==> src/rtl/io_ctrl_dma.sv <==
// io_ctrl_dma: CPU-side I/O block for the NES core.
// Serves the $4014 sprite-DMA trigger, the $4016 controller strobe, the serial
// pad reads at $4016/$4017 and a busy status byte at $4018. The DMA engine copies
// DMALEN bytes from page {page,00} to DMADST, one read/write pair per byte, and
// freezes the CPU (halt) for as long as it owns the bus.
module io_ctrl_dma #(
    parameter int          NPAD   = 2,
    parameter int          DMALEN = 256,
    parameter logic [15:0] DMADST = 16'h2004,
    parameter logic [7:0]  SIG0   = 8'h10,
    parameter logic [7:0]  SIG1   = 8'h20,
    parameter bit          ALIGN  = 1'b1
) (
    input  logic              clk,
    input  logic              rstn,
    input  logic              tick,
    input  logic [4:0]        memaddr,
    input  logic [7:0]        memwdata,
    input  logic              memwr,
    input  logic              ioreq,
    output logic [7:0]        iordata,
    output logic              ioack,
    output logic              halt,
    output logic [15:0]       dmaaddr,
    output logic [7:0]        dmawdata,
    output logic              dmawr,
    output logic              dmareq,
    input  logic              dmaack,
    input  logic [7:0]        memrdata,
    input  logic [8*NPAD-1:0] pads
);

    // Four-player adapter: each port streams two pads followed by a signature byte.
    localparam int         SW   = (NPAD == 4) ? 24 : 8;
    localparam logic [7:0] LAST = 8'(DMALEN - 1);

    typedef enum logic [2:0] {
        S_IDLE  = 3'd0,
        S_HALT  = 3'd1,
        S_WAIT  = 3'd2,
        S_READ  = 3'd3,
        S_WRITE = 3'd4
    } state_t;

    state_t        r_state, w_state_nxt;
    logic          r_parity, r_busy, r_strobe, r_ioack, r_acked;
    logic          r_dmareq, r_dmawr;
    logic [7:0]    r_iordata, r_page, r_src_lo, r_cnt, r_dmawdata;
    logic [15:0]   r_dmaaddr;
    logic [SW-1:0] r_sh0, r_sh1;
    logic [SW-1:0] w_ld0, w_ld1;
    logic          w_acc, w_rd, w_wr;
    logic          w_ack_ok, w_done, w_move, w_last;
    logic          w_halt, w_req_nxt, w_wr_nxt;
    logic [15:0]   w_addr_nxt;

    generate
        if (NPAD == 4) begin : g_four
            assign w_ld0 = {pads[7:0],  pads[23:16], SIG0};
            assign w_ld1 = {pads[15:8], pads[31:24], SIG1};
        end else begin : g_two
            assign w_ld0 = pads[7:0];
            assign w_ld1 = pads[15:8];
        end
    endgenerate

    // A request is accepted only when ack is low, so ack never repeats back to back.
    assign w_acc = ioreq & ~r_ioack;
    assign w_rd  = w_acc & ~memwr;
    assign w_wr  = w_acc &  memwr;

    // An ack only counts while our request is actually on the bus.
    assign w_ack_ok = dmaack & r_dmareq;
    assign w_done   = r_acked | w_ack_ok;
    assign w_move   = (w_state_nxt != r_state);
    assign w_last   = w_move && (r_state == S_WRITE) && (w_state_nxt == S_IDLE);

    // CPU-cycle parity, used to align the DMA start to an even cycle.
    always_ff @(posedge clk or negedge rstn) begin
        if (!rstn)     r_parity <= 1'b0;
        else if (tick) r_parity <= ~r_parity;
    end

    // CPU register port: one-clk ack, read data registered alongside it.
    always_ff @(posedge clk or negedge rstn) begin
        if (!rstn) begin
            r_ioack   <= 1'b0;
            r_iordata <= 8'h00;
            r_strobe  <= 1'b0;
        end else begin
            r_ioack   <= w_acc;
            r_iordata <= 8'h00;
            if (w_rd) begin
                case (memaddr)
                    5'h16:   r_iordata <= {7'b0, r_sh0[SW-1]};
                    5'h17:   r_iordata <= {7'b0, r_sh1[SW-1]};
                    5'h18:   r_iordata <= {7'b0, r_busy};
                    default: r_iordata <= 8'h00;
                endcase
            end
            if (w_wr && memaddr == 5'h16) r_strobe <= memwdata[0];
        end
    end

    // Controller shifters: reload continuously while strobed, else shift on read with 1 fill.
    always_ff @(posedge clk or negedge rstn) begin
        if (!rstn) begin
            r_sh0 <= '1;
            r_sh1 <= '1;
        end else if (r_strobe) begin
            r_sh0 <= w_ld0;
            r_sh1 <= w_ld1;
        end else begin
            if (w_rd && memaddr == 5'h16) r_sh0 <= {r_sh0[SW-2:0], 1'b1};
            if (w_rd && memaddr == 5'h17) r_sh1 <= {r_sh1[SW-2:0], 1'b1};
        end
    end

    // DMA trigger: accepted only from a quiet engine; cleared when the last byte lands.
    always_ff @(posedge clk or negedge rstn) begin
        if (!rstn) begin
            r_busy <= 1'b0;
            r_page <= 8'h00;
        end else if (w_wr && memaddr == 5'h14 && !r_busy && r_state == S_IDLE) begin
            r_busy <= 1'b1;
            r_page <= memwdata;
        end else if (w_last) begin
            r_busy <= 1'b0;
        end
    end

    // DMA state register.
    always_ff @(posedge clk or negedge rstn) begin
        if (!rstn) r_state <= S_IDLE;
        else       r_state <= w_state_nxt;
    end

    // DMA next state: moves only on CPU ticks; READ/WRITE wait for their ack.
    always_comb begin
        w_state_nxt = r_state;
        if (tick) begin
            case (r_state)
                S_IDLE:  if (r_busy) w_state_nxt = S_HALT;
                S_HALT:  w_state_nxt = (ALIGN && r_parity) ? S_WAIT : S_READ;
                S_WAIT:  w_state_nxt = S_READ;
                S_READ:  if (w_done) w_state_nxt = S_WRITE;
                S_WRITE: if (w_done) w_state_nxt = (r_cnt == LAST) ? S_IDLE : S_READ;
                default: w_state_nxt = S_IDLE;
            endcase
        end
    end

    // DMA outputs: halt from state; next-cycle bus request, address and direction.
    always_comb begin
        w_halt     = (r_state != S_IDLE);
        w_req_nxt  = 1'b0;
        w_wr_nxt   = 1'b0;
        w_addr_nxt = 16'h0000;
        case (r_state)
            S_READ: begin
                w_addr_nxt = {r_page, r_src_lo};
                w_req_nxt  = !w_move && !w_done;
            end
            S_WRITE: begin
                w_addr_nxt = DMADST;
                w_wr_nxt   = 1'b1;
                w_req_nxt  = !w_move && !w_done;
            end
            default: ;
        endcase
    end

    // DMA bus registers; the ack flag is per phase and clears on every state change.
    always_ff @(posedge clk or negedge rstn) begin
        if (!rstn) begin
            r_dmareq   <= 1'b0;
            r_dmawr    <= 1'b0;
            r_dmaaddr  <= 16'h0000;
            r_dmawdata <= 8'h00;
            r_acked    <= 1'b0;
        end else begin
            r_dmareq  <= w_req_nxt;
            r_dmawr   <= w_wr_nxt;
            r_dmaaddr <= w_addr_nxt;
            if (w_ack_ok && r_state == S_READ) r_dmawdata <= memrdata;
            if (w_move)        r_acked <= 1'b0;
            else if (w_ack_ok) r_acked <= 1'b1;
        end
    end

    // Byte counter and source low byte; the source wraps inside the page.
    always_ff @(posedge clk or negedge rstn) begin
        if (!rstn) begin
            r_cnt    <= 8'h00;
            r_src_lo <= 8'h00;
        end else if (tick && r_state == S_HALT) begin
            r_cnt    <= 8'h00;
            r_src_lo <= 8'h00;
        end else if (w_move && r_state == S_WRITE && w_state_nxt == S_READ) begin
            r_cnt    <= r_cnt + 8'd1;
            r_src_lo <= r_src_lo + 8'd1;
        end
    end

    assign iordata  = r_iordata;
    assign ioack    = r_ioack;
    assign halt     = w_halt;
    assign dmaaddr  = r_dmaaddr;
    assign dmawdata = r_dmawdata;
    assign dmawr    = r_dmawr;
    assign dmareq   = r_dmareq;

endmodule
==> config.mk <==
export PLATFORM = sky130hd
export DESIGN_NAME = io_ctrl_dma
export DESIGN_NICKNAME = d
export VERILOG_FILES = /design/src/rtl/io_ctrl_dma.sv
export SDC_FILE = /design/constraint.sdc
export NUM_CORES = 1
export LEC_CHECK = 0
export CORE_MARGIN = 2
export CORE_UTILIZATION = 68
export CTS_CLUSTER_DIAMETER = 100
export DETAILED_ROUTE_END_ITERATION = 12
export DONT_BUFFER_PORTS = 1
export PLACE_DENSITY = 0.93
export SYNTH_ARGS = -nofsm -noshare
export SYNTH_HDL_FRONTEND = slang
export SYNTH_SLANG_ARGS = --single-unit
==> constraint.sdc <==
create_clock -name clk -period 3.9 [get_ports clk]
set_clock_uncertainty 0.05 [all_clocks]
set_input_delay 0.195 -clock clk [delete_from_list [all_inputs] [get_ports clk]]
set_output_delay 0.195 -clock clk [all_outputs]
set_load 0.02 [all_outputs]
# After elaboration in Yosys (flattened, before gate mapping)
# Cells that the tools add are included.
word_totals:
  reg_bits: 82
  inputBits: 43
  out_inout_bits: 36
  wordCells: 85
op_classes:
  addsub: 2
  n_eq_ne: 11
  muxes: 24
  n_bitwise: 8
  reduce_logical: 24
ops:
  columns: ["cell", "count"]
  rows:
  - ["$mux W8", 9]
  - ["$pmux W16 S2", 1]
  - ["$eq A5 B5 Y1 const B", 4]
  - ["$add A8 B1 Y8 const B", 2]
  - ["$pmux W3 S5", 1]
  - ["$logic_and A1 B1 Y1", 12]
  - ["$mux W3", 4]
  - ["$reduce_bool A2 Y1", 5]
  - ["$eq A3 B2 Y1 const B", 3]
  - ["$eq A8 B8 Y1 const B", 1]
  - ["$mux W1", 7]
  - ["$logic_not A3 Y1", 2]
  - ["$and A1 B1 Y1", 4]
  - ["$eq A3 B1 Y1 const B", 1]
  - ["$eq A3 B3 Y1 const B", 1]
  - ["$logic_not A1 Y1", 3]
  - ["$ne A3 B3 Y1", 1]
  - ["$not A1 Y1", 3]
  - ["$pmux W1 S3", 1]
  - ["$reduce_bool A3 Y1", 1]
  - ["$mux W2", 1]
  - ["$reduce_or A2 Y1", 1]
  - ["$or A1 B1 Y1", 1]

# Depth between registers and ports, before layout
logic_depth:
  depth_word: 10
  depth_mapped: 7
  depth_no_buf: 6

# Least setup slack after synthesis
# OpenSTA, ideal clock, no wires.
synth_path:
  path_kind: "flip-flop to flip-flop"
  start: "register r_cnt[0]"
  end: "register r_src_lo[3]"
  setup_ns: 0.079
  arrival_ns: 1.544
  required_time_ns: 3.771
  path_slack_ns: 2.226
  stages_incl_launch_ff: 7
  n_path_buf: 1
  period_less_slack_ns: 1.674
  cell_sequence: "dfrtp_1 > ha_1 > and3_4 > and2_1 > buf_2 > nor4b_2 > mux2i_1"
synth_via:
  elab_chain_cells: 9
  elab_cells_between_ends: 10
  cone_classes: "eq/ne (3); mux (4); reduce/logical (3)"
synth_rtl:
  columns: ["item", "line", "source"]
  rows:
  - ["start, declared", "48", "logic [7:0] r_iordata, r_page, r_src_lo, r_cnt, r_dmawdata;"]
  - ["start signal, assigned", "200", "r_cnt <= r_cnt + 8'd1;"]
  - ["$eq A8 B8 Y1 *", "147", "S_WRITE: if (w_done) w_state_nxt = (r_cnt == LAST) ? S_IDLE : S_READ;"]
  - ["$mux W2 *", "147", null]
  - ["$mux W3 *", "147", null]
  - ["$pmux W3 S5 *", "142", "case (r_state)"]
  - ["$mux W3 *", "141", "if (tick) begin"]
  - ["$ne A3 B3 Y1", "75", "assign w_move = (w_state_nxt != r_state);"]
  - ["$logic_and A1 B1 Y1", "199", "end else if (w_move && r_state == S_WRITE && w_state_nxt == S_READ) begin"]
  - ["$logic_and A1 B1 Y1 *", "199", null]
  - ["$reduce_bool A2 Y1 (no line) *", null, null]
  - ["end signal, assigned", "201", "r_src_lo <= r_src_lo + 8'd1;"]
  - ["end, declared", "48", null]
# Mark *: on every way between the ends. The rest lies on a longest branch, timed or not.
# A chain may end at the register's enable or synchronous reset.

# Worst setup path in the final report
layout_path:
  start: "register r_state[0]"
  end: "register r_src_lo[7]"
layout_via:
  elab_chain_cells: 7
  elab_cells_between_ends: 17
  cone_classes: "eq/ne (6); mux (6); reduce/logical (5)"
layout_rtl:
  columns: ["item", "line", "source"]
  rows:
  - ["start, declared", "45", "state_t r_state, w_state_nxt;"]
  - ["start signal, assigned", "135", "else r_state <= w_state_nxt;"]
  - ["$eq A3 B3 Y1 (tied with other cells)", "142, 199", null]
  - ["$pmux W3 S5", "142", null]
  - ["$mux W3", "141", null]
  - ["$ne A3 B3 Y1", "75", null]
  - ["$logic_and A1 B1 Y1 (2 in a row)", "199", null]
  - ["$reduce_bool A2 Y1 (no line)", null, null]
# Parallel ways exist; a longest one is shown, timed or not.

==> qor.csv <==
metric;value;unit
instance count of the mapped netlist;313;
main flop type after synthesis;sky130_fd_sc_hd__dfrtp_1;
Netlist Area Pre-Place;3610;um^2
final routed DRC violation total;0;
time the final worst path needs with I/O delays and setup;2340;ps
number of antenna violations at the first check in global routing;0;
number of distinct standard cells referenced by the synthesized netlist;61;
maximum buffer depth of the clock tree;2;
most common library cell in the layout ignoring fill and taps;sky130_fd_sc_hd__dfrtp_1;
Sum Neg Setup Slack;0;ps
Avg Synthesized Cell Area;11.5;um^2
source of the worst register-to-register timing path;r_state[0];
count of max-cap constraint violations;0;
areal power density over the cells;588;nW/um^2
via count of the first global-routing pass;2905;
static leakage;2.01;nW
antenna violation net count after detailed routing;0;
# nets final;392;
TritonCTS clock tree;done;
global-route met3 utilization;12.0;%
worst max-slew margin expressed relative to the limit;33.7;%
total clock sinks;75;
Row Count;26;
class of the worst hold path;in2reg;
post-CTS resize count;0;
number of hold-slack violations in the final timing report;0;
count of flip-flops with a built-in enable after synthesis;0;
CP endpoint kind;flip-flop;
final worst-path cycle share;60.0;%
result of the run;finished clean;
reg-to-reg setup timing slack;1560;ps
commonest cells after routing, fill and taps aside;sky130_fd_sc_hd__dfrtp_1 (59), sky130_fd_sc_hd__nand2_1 (42), sky130_fd_sc_hd__dlygate4sd3_1 (37);
worst supply voltage drop on vdd;390;uV
dpl ws;1920;ps
routed wire length;10.9;mm
min-delay src;tick;
Via Count;2973;
area of the core;5110;um^2
Die Span Y;76.8;um
final core occ;81.9;%
layout cells sized above 1;19.3;%
DP Wirelength;5.13;mm
portion of synthesized cell area occupied by the leading cell type;40.9;%
worst setup path start;r_state[0];
Detailed Routing Iterations Pass 1;6;
Post-synth ARST share;100;%
GRT Total Usage;39.1;%
synthesis warning total;0;
IO Port Bufs;0;
unrepaired setup endpoints after global routing;no;
Crit Reg-Reg Endpoint;r_src_lo[7];
library cell with the largest summed area after synthesis;sky130_fd_sc_hd__dfrtp_1;
Critical Path Sink;r_src_lo[7];
post-DR wirelength/cell;25.8;um
number of H-tree levels;3;
cells taking the most area after synthesis;sky130_fd_sc_hd__dfrtp_1 (41%), sky130_fd_sc_hd__dfstp_2 (12%), sky130_fd_sc_hd__mux2i_1 (6.9%), sky130_fd_sc_hd__mux2_4 (6.7%), sky130_fd_sc_hd__nand2_1 (4.4%);
grt total ovfl;0;
wire length of the first global-routing pass;17.2;mm
met1 Track Usage GR;49.5;%
element type at the critical path start;flip-flop;
data required time at the worst endpoint;4090;ps
final setup fails;0;
sequential element share of the synthesized area;52.6;%
peak fanout along the critical path;25;
Starting Density;70.6;%
post-CTS setup buffer count;0;
finished layout cell area;4180;um^2
1st-iter DRT viols;623;
total chip power;2.46;mW
Worst Max-Slew Pin Slew;995;ps
Most Used Layer, Global Route;met2;
DIE WIDTH;76.8;um
hold buffers post-CTS;38;
maximum number of pins on one net before global-route repair;76;
category of the critical setup timing path;reg2reg;
data arrival time at the worst-slack endpoint;2530;ps
post-synthesis to final-layout area growth;16.0;%
Worst Reg2Reg Path Length in Cells;6;
Root Buffer;sky130_fd_sc_hd__clkbuf_8;
highest clock frequency the design can meet;427;MHz
I/O pin cnt;79;
via count normalized by instance count;7.05;
final critical-path setup slack;1560;ps
Die Area;5900;um^2
ANT cells;0;
clock insertion delay at the later pin of the skew report;370;ps
met2 track utilization from global routing;59.2;%
cell area after placement;3580;um^2
routability cong.;0.848;
clock edge transition at the registers on the reported setup and hold paths;90;ps
final slew viol count;0;
number of flip-flops and latches in the synthesized netlist;75;
number of buffers added by the clock tree synthesis step;9;
## sequential cells by signal, indices dropped and copies added (netlist names), 3 cells and up
signal / cells
dmaaddr: 16
dmawdata: 8
r_cnt: 8
r_page: 8
r_sh0: 8
r_sh1: 8
r_src_lo: 8
r_state: 3
## worst min-delay path by stage
stage | to | cells past startpoint | slack [ps]
floorplan | dmaaddr[0] | 0 | -150
global placement | dmaaddr[11] | 0 | -150
detailed placement | dmaaddr[8] | 0 | -150
CTS | r_state[1] | 3 | 30
global route | r_cnt[6] | 3 | 70
finish | r_cnt[6] | 3 | 60
## per-stage QoR
stage | hold WS [ps] | std cells
2_1_floorplan | -151 | 319
3_3_place_gp | -149 | 368
3_5_place_dp | -149 | 368
4_1_cts | 26.9 | 422
5_1_grt | 73.6 | 422
6_report | 62.4 | 422
## logic make-up (layout without fill, tap and decap cells)
logic type | Yosys count | count (layout) | share of synthesized area, %
buf+inv | 29 | 62 | 4.86
xor+xnor | 1 | 1 | 0.243
other cells | 1 | 7 | 0.104
simple gates | 120 | 120 | 19.7
compound gates | 43 | 43 | 7.88
fa+ha+maj | 2 | 2 | 0.694
flops | 75 | 75 | 52.6
mux | 42 | 42 | 13.9
## cells in the mapped netlist (all sizes together), types with 4 or more instances
cell type / n
nor2b: 4
nand3: 10
dfstp: 16
nor2: 13
clkbuf: 7
o21ai: 25
and2: 6
nand2b: 5
a21oi: 5
inv: 6
mux2: 17
buf: 15
and3: 18
nand2: 42
dfrtp: 59
mux2i: 25
## worst max-delay path, cell delays in order (launching register included)
cell	delay, ps
sky130_fd_sc_hd__dfrtp_1	880
sky130_fd_sc_hd__nor2_1	140
sky130_fd_sc_hd__nand2_1	230
sky130_fd_sc_hd__clkinv_2	190
sky130_fd_sc_hd__and3_4	280
sky130_fd_sc_hd__o211ai_2	90
sky130_fd_sc_hd__mux2i_1	340
## layer usage
layer,routed length (um),vias up
met4,718,0
li1,-,1153
met1,3740,1401
met5,0,-
met2,4940,344
met3,1480,75
## final cells by class
class	count	area, um^2
clock buffers	10	138
clock inverters	6	72.6
fillers	219	923
inverters	7	27.5
multi-input cells	215	1560
flip-flops and latches	75	1900
well taps	70	87.6
repair buffers	39	405
## power breakdown
group	total [mW]	switching, mW	leakage [nW]	internal (mW)
clock	0.660	0.340	0.103	0.320
combinational	0.575	0.344	0.942	0.231
sequential	1.22	0.243	0.960	0.980
total	2.46	0.926	2.01	1.53
(Power assumes the default switching activity.)
